<file path="config.mk">
export PLATFORM = sky130hd
export DESIGN_NAME = vram_host_port
export DESIGN_NICKNAME = d
export VERILOG_FILES = /design/src/rtl/vram_pkg.sv /design/src/rtl/vram_ptr_unit.sv /design/src/rtl/vram_host_port.sv
export SDC_FILE = /design/constraint.sdc
export NUM_CORES = 1
export LEC_CHECK = 0
export ABC_AREA = 0
export BUFFER_PORTS_ARGS = -buffer_cell sky130_fd_sc_hd__buf_2
export CORE_ASPECT_RATIO = 1.75
export CORE_UTILIZATION = 30
export DETAILED_ROUTE_END_ITERATION = 6
export GPL_ROUTABILITY_DRIVEN = 0
export MAX_ROUTING_LAYER = met4
export PLACE_DENSITY = 0.48
export SYNTH_ARGS = -nofsm -noshare
export SYNTH_HDL_FRONTEND = slang
export SYNTH_SLANG_ARGS = --single-unit
export TNS_END_PERCENT = 10
</file>
<file path="constraint.sdc">
create_clock -name clk -period 6.1 [get_ports clk]
set_input_delay 0.915 -clock clk [delete_from_list [all_inputs] [get_ports clk]]
set_output_delay 0.915 -clock clk [all_outputs]
set_load 0.005 [all_outputs]
</file>
<file path="src/rtl/vram_pkg.sv">
// Shared definitions for the VRAM host port: register map, status bits, FSM states.
package vram_pkg;

  localparam int unsigned VRAM_ADDR_W = 13;

  localparam logic [2:0] REG_ADDR_LO = 3'd0;
  localparam logic [2:0] REG_ADDR_HI = 3'd1;
  localparam logic [2:0] REG_DATA    = 3'd2;
  localparam logic [2:0] REG_CNT_LO  = 3'd3;
  localparam logic [2:0] REG_CNT_HI  = 3'd4;
  localparam logic [2:0] REG_FILL_GO = 3'd5;
  localparam logic [2:0] REG_STATUS  = 3'd7;

  localparam int unsigned STAT_BUSY = 0;
  localparam int unsigned STAT_ERR  = 1;

  typedef enum logic {
    ST_IDLE = 1'b0,
    ST_FILL = 1'b1
  } fill_state_e;

endpackage

</file>
<file path="src/rtl/vram_ptr_unit.sv">
// VRAM address pointer with byte loads and a selectable wrap-around increment.
module vram_ptr_unit
  import vram_pkg::*;
#(
  parameter int unsigned ADDR_W   = VRAM_ADDR_W,
  parameter int unsigned INCR_ALT = 32
) (
  input  logic              clk,
  input  logic              rst,
  input  logic              ld_lo,
  input  logic              ld_hi,
  input  logic              adv,
  input  logic [7:0]        din,
  output logic [ADDR_W-1:0] ptr,
  output logic              incr_sel
);

  logic [ADDR_W-1:0] ptr_d, ptr_q, incr;
  logic              incr_sel_d, incr_sel_q;

  // Next pointer: byte loads or advance; the add wraps at 2^ADDR_W by truncation.
  always_comb begin
    incr       = incr_sel_q ? ADDR_W'(INCR_ALT) : ADDR_W'(1);
    ptr_d      = ptr_q;
    incr_sel_d = incr_sel_q;
    if (ld_lo) begin
      ptr_d[7:0] = din;
    end else if (ld_hi) begin
      ptr_d[ADDR_W-1:8] = din[ADDR_W-9:0];
      incr_sel_d        = din[7];
    end else if (adv) begin
      ptr_d = ptr_q + incr;
    end
  end

  // Pointer state registers.
  always_ff @(posedge clk) begin
    if (rst) begin
      ptr_q      <= '0;
      incr_sel_q <= 1'b0;
    end else begin
      ptr_q      <= ptr_d;
      incr_sel_q <= incr_sel_d;
    end
  end

  assign ptr      = ptr_q;
  assign incr_sel = incr_sel_q;

endmodule

</file>
<file path="src/rtl/vram_host_port.sv">
// Host register file and write sequencer for the display VRAM write port.
module vram_host_port
  import vram_pkg::*;
#(
  parameter int unsigned ADDR_W   = VRAM_ADDR_W,
  parameter int unsigned INCR_ALT = 32,
  parameter int unsigned CNT_W    = 13
) (
  input  logic              clk,
  input  logic              rst,
  input  logic [2:0]        hostAddr,
  input  logic [7:0]        hostWrData,
  input  logic              hostWr,
  input  logic              hostRd,
  output logic [7:0]        hostRdData,
  output logic [ADDR_W-1:0] vramWrAddr,
  output logic [7:0]        vramWrData,
  output logic              vramWr,
  output logic              busy
);

  fill_state_e       state_d, state_q;
  logic [7:0]        fill_val_d, fill_val_q;
  logic [CNT_W-1:0]  rem_d, rem_q;
  logic [CNT_W-1:0]  fill_cnt_d, fill_cnt_q;
  logic              err_d, err_q;
  logic              busy_d, busy_q;
  logic              vram_wr_d, vram_wr_q;
  logic [ADDR_W-1:0] vram_addr_d, vram_addr_q;
  logic [7:0]        vram_data_d, vram_data_q;
  logic [7:0]        rd_data_d, rd_data_q;
  logic [ADDR_W-1:0] ptr;
  logic              incr_sel;
  logic              ld_lo, ld_hi, adv;

  vram_ptr_unit #(
    .ADDR_W   (ADDR_W),
    .INCR_ALT (INCR_ALT)
  ) u_ptr (
    .clk      (clk),
    .rst      (rst),
    .ld_lo    (ld_lo),
    .ld_hi    (ld_hi),
    .adv      (adv),
    .din      (hostWrData),
    .ptr      (ptr),
    .incr_sel (incr_sel)
  );

  // Register decode, fill sequencing and next values of all output registers.
  always_comb begin
    state_d     = state_q;
    fill_val_d  = fill_val_q;
    rem_d       = rem_q;
    fill_cnt_d  = fill_cnt_q;
    vram_wr_d   = 1'b0;
    vram_addr_d = vram_addr_q;
    vram_data_d = vram_data_q;
    rd_data_d   = rd_data_q;
    ld_lo       = 1'b0;
    ld_hi       = 1'b0;
    adv         = 1'b0;

    if (hostRd) begin
      rd_data_d = '0;
      case (hostAddr)
        REG_ADDR_LO: rd_data_d = ptr[7:0];
        REG_ADDR_HI: begin
          rd_data_d[7]          = incr_sel;
          rd_data_d[ADDR_W-9:0] = ptr[ADDR_W-1:8];
        end
        REG_STATUS: begin
          rd_data_d[STAT_ERR]  = err_q;
          rd_data_d[STAT_BUSY] = busy_q;
        end
        default: rd_data_d = '0;
      endcase
    end

    err_d = (err_q && !(hostRd && hostAddr == REG_STATUS)) || (hostWr && state_q == ST_FILL);

    case (state_q)
      ST_IDLE: begin
        if (hostWr) begin
          case (hostAddr)
            REG_ADDR_LO: ld_lo = 1'b1;
            REG_ADDR_HI: ld_hi = 1'b1;
            REG_DATA: begin
              vram_wr_d   = 1'b1;
              vram_addr_d = ptr;
              vram_data_d = hostWrData;
              adv         = 1'b1;
            end
            REG_CNT_LO: fill_cnt_d[7:0]       = hostWrData;
            REG_CNT_HI: fill_cnt_d[CNT_W-1:8] = hostWrData[CNT_W-9:0];
            REG_FILL_GO: begin
              if (fill_cnt_q != '0) begin
                // First fill write is issued from IDLE so it lands the cycle after GO;
                // rem counts writes still to appear on the port, including this one.
                state_d     = ST_FILL;
                fill_val_d  = hostWrData;
                rem_d       = fill_cnt_q;
                vram_wr_d   = 1'b1;
                vram_addr_d = ptr;
                vram_data_d = hostWrData;
                adv         = 1'b1;
              end
            end
            default: ;
          endcase
        end
      end
      ST_FILL: begin
        if (rem_q > CNT_W'(1)) begin
          vram_wr_d   = 1'b1;
          vram_addr_d = ptr;
          vram_data_d = fill_val_q;
          adv         = 1'b1;
          rem_d       = rem_q - CNT_W'(1);
        end else begin
          state_d = ST_IDLE;
          rem_d   = '0;
        end
      end
    endcase

    busy_d = (state_d == ST_FILL);
  end

  // Control and output registers.
  always_ff @(posedge clk) begin
    if (rst) begin
      state_q     <= ST_IDLE;
      fill_val_q  <= '0;
      rem_q       <= '0;
      fill_cnt_q  <= '0;
      err_q       <= 1'b0;
      busy_q      <= 1'b0;
      vram_wr_q   <= 1'b0;
      vram_addr_q <= '0;
      vram_data_q <= '0;
      rd_data_q   <= '0;
    end else begin
      state_q     <= state_d;
      fill_val_q  <= fill_val_d;
      rem_q       <= rem_d;
      fill_cnt_q  <= fill_cnt_d;
      err_q       <= err_d;
      busy_q      <= busy_d;
      vram_wr_q   <= vram_wr_d;
      vram_addr_q <= vram_addr_d;
      vram_data_q <= vram_data_d;
      rd_data_q   <= rd_data_d;
    end
  end

  assign hostRdData = rd_data_q;
  assign vramWrAddr = vram_addr_q;
  assign vramWrData = vram_data_q;
  assign vramWr     = vram_wr_q;
  assign busy       = busy_q;

endmodule

</file>
# Yosys cells after proc, flatten, opt, wreduce, memory -nomap -nowiden
# Cells that the tools add are included.
# W data, S select, Z words.
[word_totals]
regBits = 80
inputBits = 15
output_inout_bits = 31
wordCells = 86
[op_classes]
n_addsub = 2
n_lt_le_gt_ge = 1
eq_ne = 13
muxes = 38
bitwise = 2
n_reduce_logical = 17
[ops]
columns = ["operator", "count"]
rows = [
  ["$mux W13", 8],
  ["$pmux W13 S2", 3],
  ["$mux W8", 5],
  ["$pmux W8 S2", 2],
  ["$add A13 B13 Y13", 1],
  ["$gt A13 B1 Y1 const B", 1],
  ["$reduce_bool A13 Y1", 1],
  ["$sub A13 B1 Y13 const B", 1],
  ["$mux W1", 11],
  ["$eq A3 B3 Y1 const B", 3],
  ["$reduce_and A3 Y1", 3],
  ["$pmux W1 S2", 4],
  ["$reduce_and A4 Y1", 2],
  ["$eq A3 B2 Y1 const B", 2],
  ["$mux W6", 1],
  ["$ne A2 B2 Y1 const B", 3],
  ["$pmux W2 S3", 1],
  ["$pmux W3 S2", 1],
  ["$reduce_and A2 Y1", 3],
  ["$mux W5", 1],
  ["$ne A2 B1 Y1 const B", 2],
  ["$reduce_bool A2 Y1", 2],
  ["$eq A3 B1 Y1 const B", 1],
  ["$logic_and A1 B1 Y1", 3],
  ["other kinds (7)", 8],
]

# Longest topological paths before layout
# Gate-level depths: netlist of run 1.
[logic_depth]
word_depth = 8
mapped_depth = 10
depth_no_buf = 8

# Modules after synthesis
# Synthesis of run 1 repeated with hierarchy kept, for this count alone.
[hier_totals]
hier_cells = 484
area_unflattened_um2 = 4180.3
[by_module_without_submodules]
columns = ["module", "instances", "cells_each", "area_per_inst_um2", "seq_area_each_um2"]
rows = [
  ["vram_host_port", 1, 372, 3256.9, 1321.3],
  ["vram_ptr_unit", 1, 112, 923.4, 280.3],
]

# Least setup slack after synthesis of run 1
# No wires, ideal clock.
[synth_path]
path_kind = "input -> register"
from = "in hostAddr[2]"
to = "reg u_ptr.ptr_q[11], in the netlist u_ptr.ptr[11]"
setup_ps = 91
arrival_time_ps = 2524
required_time_ps = 6009
setup_slack_ps = 3485
path_stages = 7
path_buffers = 2
cell_sequence = "clkbuf_1 -> nor3b_4 -> nand3b_2 -> and3_1 -> buf_6 -> or4_1 -> a311oi_1"
[synth_via]
elab_chain_len = 6
word_cells_on_any_way = 17
classes_between = "eq/ne: 3; mux: 10; bitwise: 1; reduce/logical: 3"
[synth_lines]
columns = ["element", "line", "rtl"]
rows = [
  ["start, declared", "vram_host_port.sv:11", "input logic [2:0] hostAddr,"],
  ["$eq A3 B3 Y1 (tied with other cells)", "vram_host_port.sv:85", "case (hostAddr)"],
  ["$pmux W1 S2 or $mux W1 (tied branches)", "vram_host_port.sv:85", ""],
  ["$mux W1", "vram_host_port.sv:84", "if (hostWr) begin"],
  ["$pmux W1 S2 or $mux W1 (tied branches)", "vram_host_port.sv:82", "case (state_q)"],
  ["$reduce_bool A2 Y1 (no source line) or $not A1 Y1 (tied branches)", "-", ""],
  ["$reduce_and A2 Y1 (no source line)", "-", ""],
  ["end signal, assigned", "vram_ptr_unit.sv:42", "ptr_q <= ptr_d;"],
  ["end, declared", "vram_ptr_unit.sv:18", "logic [ADDR_W-1:0] ptr_d, ptr_q, incr;"],
]
# Parallel ways exist; a longest one is shown, timed or not.
# A chain may end at the register's enable or synchronous reset.

# Final worst setup path of run 1
[layout_path]
from = "in hostAddr[1]"
to = "reg u_ptr.ptr_q[11], in the netlist u_ptr.ptr[11]"
# The elaborated chain is that of the path after synthesis.

==> reports/qor.csv, run 1 <==
stage;metric;value;unit
outcome;status;finished clean;
worst_hold_path;worstHoldPathType;flop to flop;
sta;drv_slew;0;
sta;fmax;310;MHz
final_layout;fin_util;36.2;%
synthesis;synthTopCellsByCount;80 x dfxtp_1, 74 x nor2_1, 37 x nand2_1;
final_layout;fin_cells;640;
clock_network;clock_latency;0.34;ns
place;placed_area;4070;um2
clock_network;clk_pin_slew;0.06;ns
worst_setup_path;cp_top_family;simple AND/OR/NAND/NOR gates;
synthesis;synth.largest_area_cell;dfxtp_1;
routing;finalWirelength;10.1;mm
routing;vias;3212;
floorplanning;initial_core_util;31.0;%
worst_setup_path;cp_cell_sequence;buf_2, nor2b_1, and2b_1, nand4_2, and3_1, or4_1, a311oi_1;
clock_network;cts_setup_buffers;0;
worst_setup_path;cp.arrival;3.47;ns
worst_setup_path;critical_path_buf_inv_count;1;
routing;drtAntennaViolNets;0;
clock_network;cts_tree;built;
sta;finalHoldViolCount;0;
global_routing;overflow;0;
worst_setup_path;worst_path_largest_cell_delay;0.71;ns
worst_setup_path;r2r-start;busy$_SDFF_PP0_;
power_and_ir_drop;p_leak;1.78;nW
synthesis;syn_nets;459;
clock_network;root_buffer;clkbuf_16;
global_routing;grt_pass1_wl;16.3;mm
final_layout;fill_cells;1289;
global_routing;gr-usage-all-layers;17.0;%
worst_setup_path;cp-start-kind;input port;
sta;min_period;3.23;ns
sta;slew_headroom;20.9;%
synthesis;synth_edf_count;0;
synthesis;yosys_warnings;0;
worst_setup_path;cp_data_required_time;6.35;ns
routing;routed_via_density;5.02;
clock_network;cts_htree_levels;3;
routing;drt-initial-drc-count;157;
synthesis;ys_types;50;
global_routing;antenna_found_initial;0;
sta;tightestPinTransition;1.18;ns
synthesis;synth_seq_cells;80;
place;placed_cells;624;
floorplanning;dieArea;12900;um2
power_and_ir_drop;power-per-cell-area;270;nW/um2
worst_setup_path;critical-path-slowest-cell;and3_1;
power_and_ir_drop;vdd_drop_max;0.115;mV
synthesis;ys.flop_type;dfxtp_1;
synthesis;synth_area_per_cell;8.51;um2
synthesis;yosysMostFrequentCell;dfxtp_1;
worst_setup_path;crit_path_start;hostAddr[1];
worst_setup_path;critPathMaxFanout;29;
clock_network;clkSinkCount;80;
floorplanning;dieWidth;86.4;um
floorplanning;boundaryPins;46;
final_layout;final_area;4370;um2
routing;drc;0;
final_layout;seqCellArea;1600;um2
clock_network;cts_hold_buf;0;
synthesis;synth.cell_area;3740;um2
global_routing;grt_max_degree;82;
sta;fin_skew;0.00585;ns
place;dp.final_hpwl;7.04;mm
worst_setup_path;endpoint_kind;flop;
floorplanning;core;12100;um2
final_layout;multi_input_area;1950;um2
sta;setup_violations;0;
worst_hold_path;worstHoldStart;vramWrAddr[11]$_SDFFE_PP0P_;
run;max-cap-violations;0;
clock_network;cts_buffer_depth;2;
routing;drt_pass1_iterations;5;
synthesis;syn_inst;439;
synthesis;yosys.area.top_type_share;42.9;%
synthesis;ys_seq_area_share;42.9;%
worst_setup_path;worst-setup-path-type;input port to flop;
sta;tns;0;ns
floorplanning;die_h;150;um
final_layout;area_growth_syn_to_layout;16.8;%
global_routing;grt_pass1_vias;3172;
place;portBuffers;45;
power_and_ir_drop;power;1.18;mW
synthesis;ys_async_sr_fraction;0;%
final_layout;drive_gt1_share;15.4;%
clock_network;cts_resized;0;
sta;rsz0062_at_grt;false;
clock_network;numCtsBuffers;9;
floorplanning;rows;53;
synthesis;synth_top_cells_by_area;dfxtp_1 43%, mux2i_1 8.0%, nor2_1 7.4%;
routing;post_drt_wl_per_cell;15.7;um
final_layout;nNetsFinal;490;
sta;finalCritPeriodShare;52.9;%
final_layout;antenna_cells;0;
-- cell usage in the layout (no fill, tap or decap), drive strengths merged, types with 6 or more instances in the layout --
master	n
nor2b	9
mux2i	30
inv	17
clkbuf	13
a31oi	6
nand2	37
a211oi	13
o32ai	6
nor2	74
a21oi	23
nand2b	7
mux2	6
o21ai	17
buf	48
dfxtp	80
a311oi	6
a22oi	9
nor3	6
nand3	11
-- kinds of logic after synthesis --
family / synth area share, %
buf+inv: 5.05
fa+ha+maj: 1.67
xor+xnor: 1.41
mux: 9.84
simple gates: 21.9
compound gates: 17.3
flops: 42.9
-- final timing paths --
check        slack, ns                           to  depth (start not counted)
max               2.87   u_ptr.ptr[11]$_SDFFE_PP0P_                          7
min               0.45  vramWrAddr[11]$_SDFFE_PP0P_                          2
max reg2reg       3.10   u_ptr.ptr[11]$_SDFFE_PP0P_                          6
min reg2reg       0.45  vramWrAddr[11]$_SDFFE_PP0P_                          2
-- routing by layer --
layer | global-route usage, % | wire (um) | vias to the layer above
met2 | 30.6 | 5560 | 58
met1 | 17.4 | 3940 | 1512
met3 | 3.14 | 206 | 21
met4 | 8.67 | 361 | 0
li1 | - | - | 1621
met5 | - | 0 | -
-- area by class of cell --
cell class,instances,area share (%)
Clock buffer,13,5.96
Clock inverter,3,0.917
Inverter,17,1.46
Multi-Input combinational cell,314,44.6
Sequential cell,80,36.7
Tap cell,165,4.73
Timing Repair Buffer,48,5.67
-- worst min-delay path, delay by kind of cell, from the launching register on --
kind | cells | cell delay [ns]
AO/OA/AOI/OAI | 1 | 0.05
AND/OR/NAND/NOR | 1 | 0.05
flip-flops | 1 | 0.30
-- state kept, by name (all words and copies together) (netlist names), 8 cells and up --
signal      flops
fill_cnt_q     13
fill_val_q      8
hostRdData      8
rem_q          13
u_ptr.ptr      13
vramWrAddr     13
vramWrData      8
-- stage by stage --
stage               worst slack, ns  hold slack [ns]
floorplan                      3.49            0.448
global placement               2.59            0.437
detailed placement             2.54            0.443
CTS                            2.91            0.451
global route                   2.68            0.458
finish                         2.87            0.446
-- report_power, final --
part           internal, mW  switching, mW  leakage (nW)
Combinational        0.0310         0.0551         0.985
Sequential            0.534         0.0112         0.647
Clock                 0.338          0.209         0.150
Total                 0.903          0.276          1.78
No activity file was read; power rests on OpenSTA's default activity.
==> run 2: changes to the inputs <==
==> constraint.sdc (replaced) <==
create_clock -name clk -period 3.1 [get_ports clk]
set_input_delay 0.465 -clock clk [delete_from_list [all_inputs] [get_ports clk]]
set_output_delay 0.465 -clock clk [all_outputs]
set_load 0.005 [all_outputs]
==> reports/qor.csv, run 2 (same netlist as run 1, synthesis figures left out) <==
stage;metric;value;unit
clock_network;cts_htree_levels;3;
clock_network;cts_buffer_depth;2;
sta;slew_headroom;45.2;%
floorplanning;initial_core_util;31.0;%
worst_setup_path;endpoint_kind;flop;
sta;finalCritPeriodShare;76.8;%
worst_setup_path;critPathMaxFanout;16;
power_and_ir_drop;power-per-cell-area;539;nW/um2
sta;drv_slew;0;
clock_network;numCtsBuffers;9;
worst_setup_path;r2r-start;rem_q[4]$_SDFFE_PP0P_;
clock_network;clk_pin_slew;0.06;ns
final_layout;final_common_cell;dfxtp_1;
clock_network;clock_latency;0.33;ns
worst_setup_path;r2r_cells;7;
global_routing;antenna_found_initial;0;
place;dp.final_hpwl;7.19;mm
floorplanning;dieWidth;86.4;um
global_routing;grt_max_degree;40;
clock_network;cts_setup_buffers;0;
place;placed_cells;629;
worst_hold_path;worstHoldStart;hostWr;
global_routing;gr-usage-all-layers;16.9;%
sta;finalHoldViolCount;0;
clock_network;cts_hold_buf;0;
outcome;status;finished clean;
final_layout;final_cell_mix;80 x dfxtp_1, 74 x nor2_1, 45 x buf_2, 37 x nand2_1, 30 x mux2i_1;
floorplanning;boundaryPins;46;
final_layout;fill_cells;1300;
sta;tns;0;ns
global_routing;grt_pass1_vias;3039;
sta;tightestPinTransition;0.821;ns
routing;drt_pass1_iterations;4;
final_layout;multi_input_area;1950;um2
sta;setup_violations;0;
power_and_ir_drop;vdd_drop_max;0.240;mV
routing;drt-initial-drc-count;134;
sta;min_period;2.38;ns
floorplanning;core;12100;um2
sta;fin_skew;0.00612;ns
worst_setup_path;r2r_end;u_ptr.ptr[1]$_SDFFE_PP0P_;
final_layout;seqCellArea;1600;um2
final_layout;area_growth_syn_to_layout;18.2;%
power_and_ir_drop;p_leak;1.81;nW
sta;fmax;420;MHz
worst_hold_path;whs_path_depth;3;
worst_setup_path;cp-start-kind;flop;
worst_hold_path;worstHoldPathType;input port to flop;
floorplanning;rows;53;
power_and_ir_drop;power;2.38;mW
final_layout;fin_cells;645;
place;portBuffers;45;
clock_network;cts_resized;0;
clock_network;clkSinkCount;80;
worst_setup_path;cp.arrival;2.62;ns
floorplanning;die_h;150;um
routing;vias;3231;
floorplanning;dieArea;12900;um2
worst_hold_path;min_to;err_q$_SDFF_PP0_;
clock_network;cts_tree;built;
global_routing;overflow;0;
routing;post_drt_wl_per_cell;15.5;um
final_layout;nNetsFinal;495;
worst_setup_path;r2r_slack;0.72;ns
clock_network;root_buffer;clkbuf_16;
worst_setup_path;cp_data_required_time;3.34;ns
routing;routed_via_density;5.01;
run;max-cap-violations;0;
routing;finalWirelength;9.97;mm
routing;drtAntennaViolNets;0;
final_layout;drive_gt1_share;16.0;%
final_layout;antenna_cells;0;
worst_setup_path;worst-setup-path-type;flop to flop;
routing;drc;0;
sta;rsz0062_at_grt;false;
global_routing;grt_pass1_wl;16.0;mm
==> run 2: cell count changes in the layout (fill, tap and decap cells not counted), sizes merged <==
cell    change
buf         +5
bufinv      +1
clkinv      -1
==> run 2: layer usage <==
layer / GRT usage (%) / vias up / routed length (um)
li1: - / 1636 / -
met1: 17.8 / 1541 / 4030
met2: 29.9 / 43 / 5410
met3: 3.64 / 11 / 293
met4: 7.50 / 0 / 240
met5: - / - / 0
==> run 2: worst max-delay path by stage <==
stage | cells past startpoint | endpoint | start
after floorplan | 7 | u_ptr.ptr[11]$_SDFFE_PP0P_ | hostAddr[2]
after global placement | 8 | u_ptr.ptr[7]$_SDFFE_PP0P_ | hostAddr[1]
after detailed placement | 8 | u_ptr.ptr[7]$_SDFFE_PP0P_ | hostAddr[1]
after CTS | 7 | u_ptr.ptr[7]$_SDFFE_PP0P_ | rem_q[4]$_SDFFE_PP0P_
after global routing | 7 | u_ptr.ptr[5]$_SDFFE_PP0P_ | rem_q[4]$_SDFFE_PP0P_
final | 7 | u_ptr.ptr[1]$_SDFFE_PP0P_ | rem_q[4]$_SDFFE_PP0P_
==> run 2: layout make-up <==
| cell class | count | share of cell area, % |
|---|---|---|
| Clock buffer | 13 | 5.66 |
| Clock inverter | 3 | 1.47 |
| Inverter | 17 | 1.44 |
| Multi-Input combinational cell | 314 | 44.1 |
| Sequential cell | 80 | 36.2 |
| Tap cell | 165 | 4.67 |
| Timing Repair Buffer | 53 | 6.46 |
==> run 2: worst max-delay path: stages (launching register included) <==
cell      delay [ns]
dfxtp_1         0.38
nor4_4          0.41
nand3_1         0.17
o21ai_2         0.16
and3_1          0.53
buf_4           0.30
nand2_1         0.07
a311oi_1        0.27
==> run 2: per-stage QoR <==
step	utilization [%]	cell area [um2]	hold WS, ns	worst slack [ns]
after detailed placement	34.0	4100	0.441	0.685
final	36.6	4420	0.403	0.718
after global routing	36.6	4420	0.419	0.548
after global placement	34.0	4100	0.438	0.729
after floorplan	-	3740	0.448	0.935
after CTS	36.6	4420	0.391	0.734
==> run 2: where the power goes <==
| part | leakage, nW | internal, mW | total (mW) | switching (mW) |
|---|---|---|---|---|
| logic | 1.01 | 0.0639 | 0.173 | 0.109 |
| clock network | 0.154 | 0.727 | 1.14 | 0.409 |
| registers | 0.647 | 1.05 | 1.07 | 0.0221 |
| total | 1.81 | 1.84 | 2.38 | 0.540 |
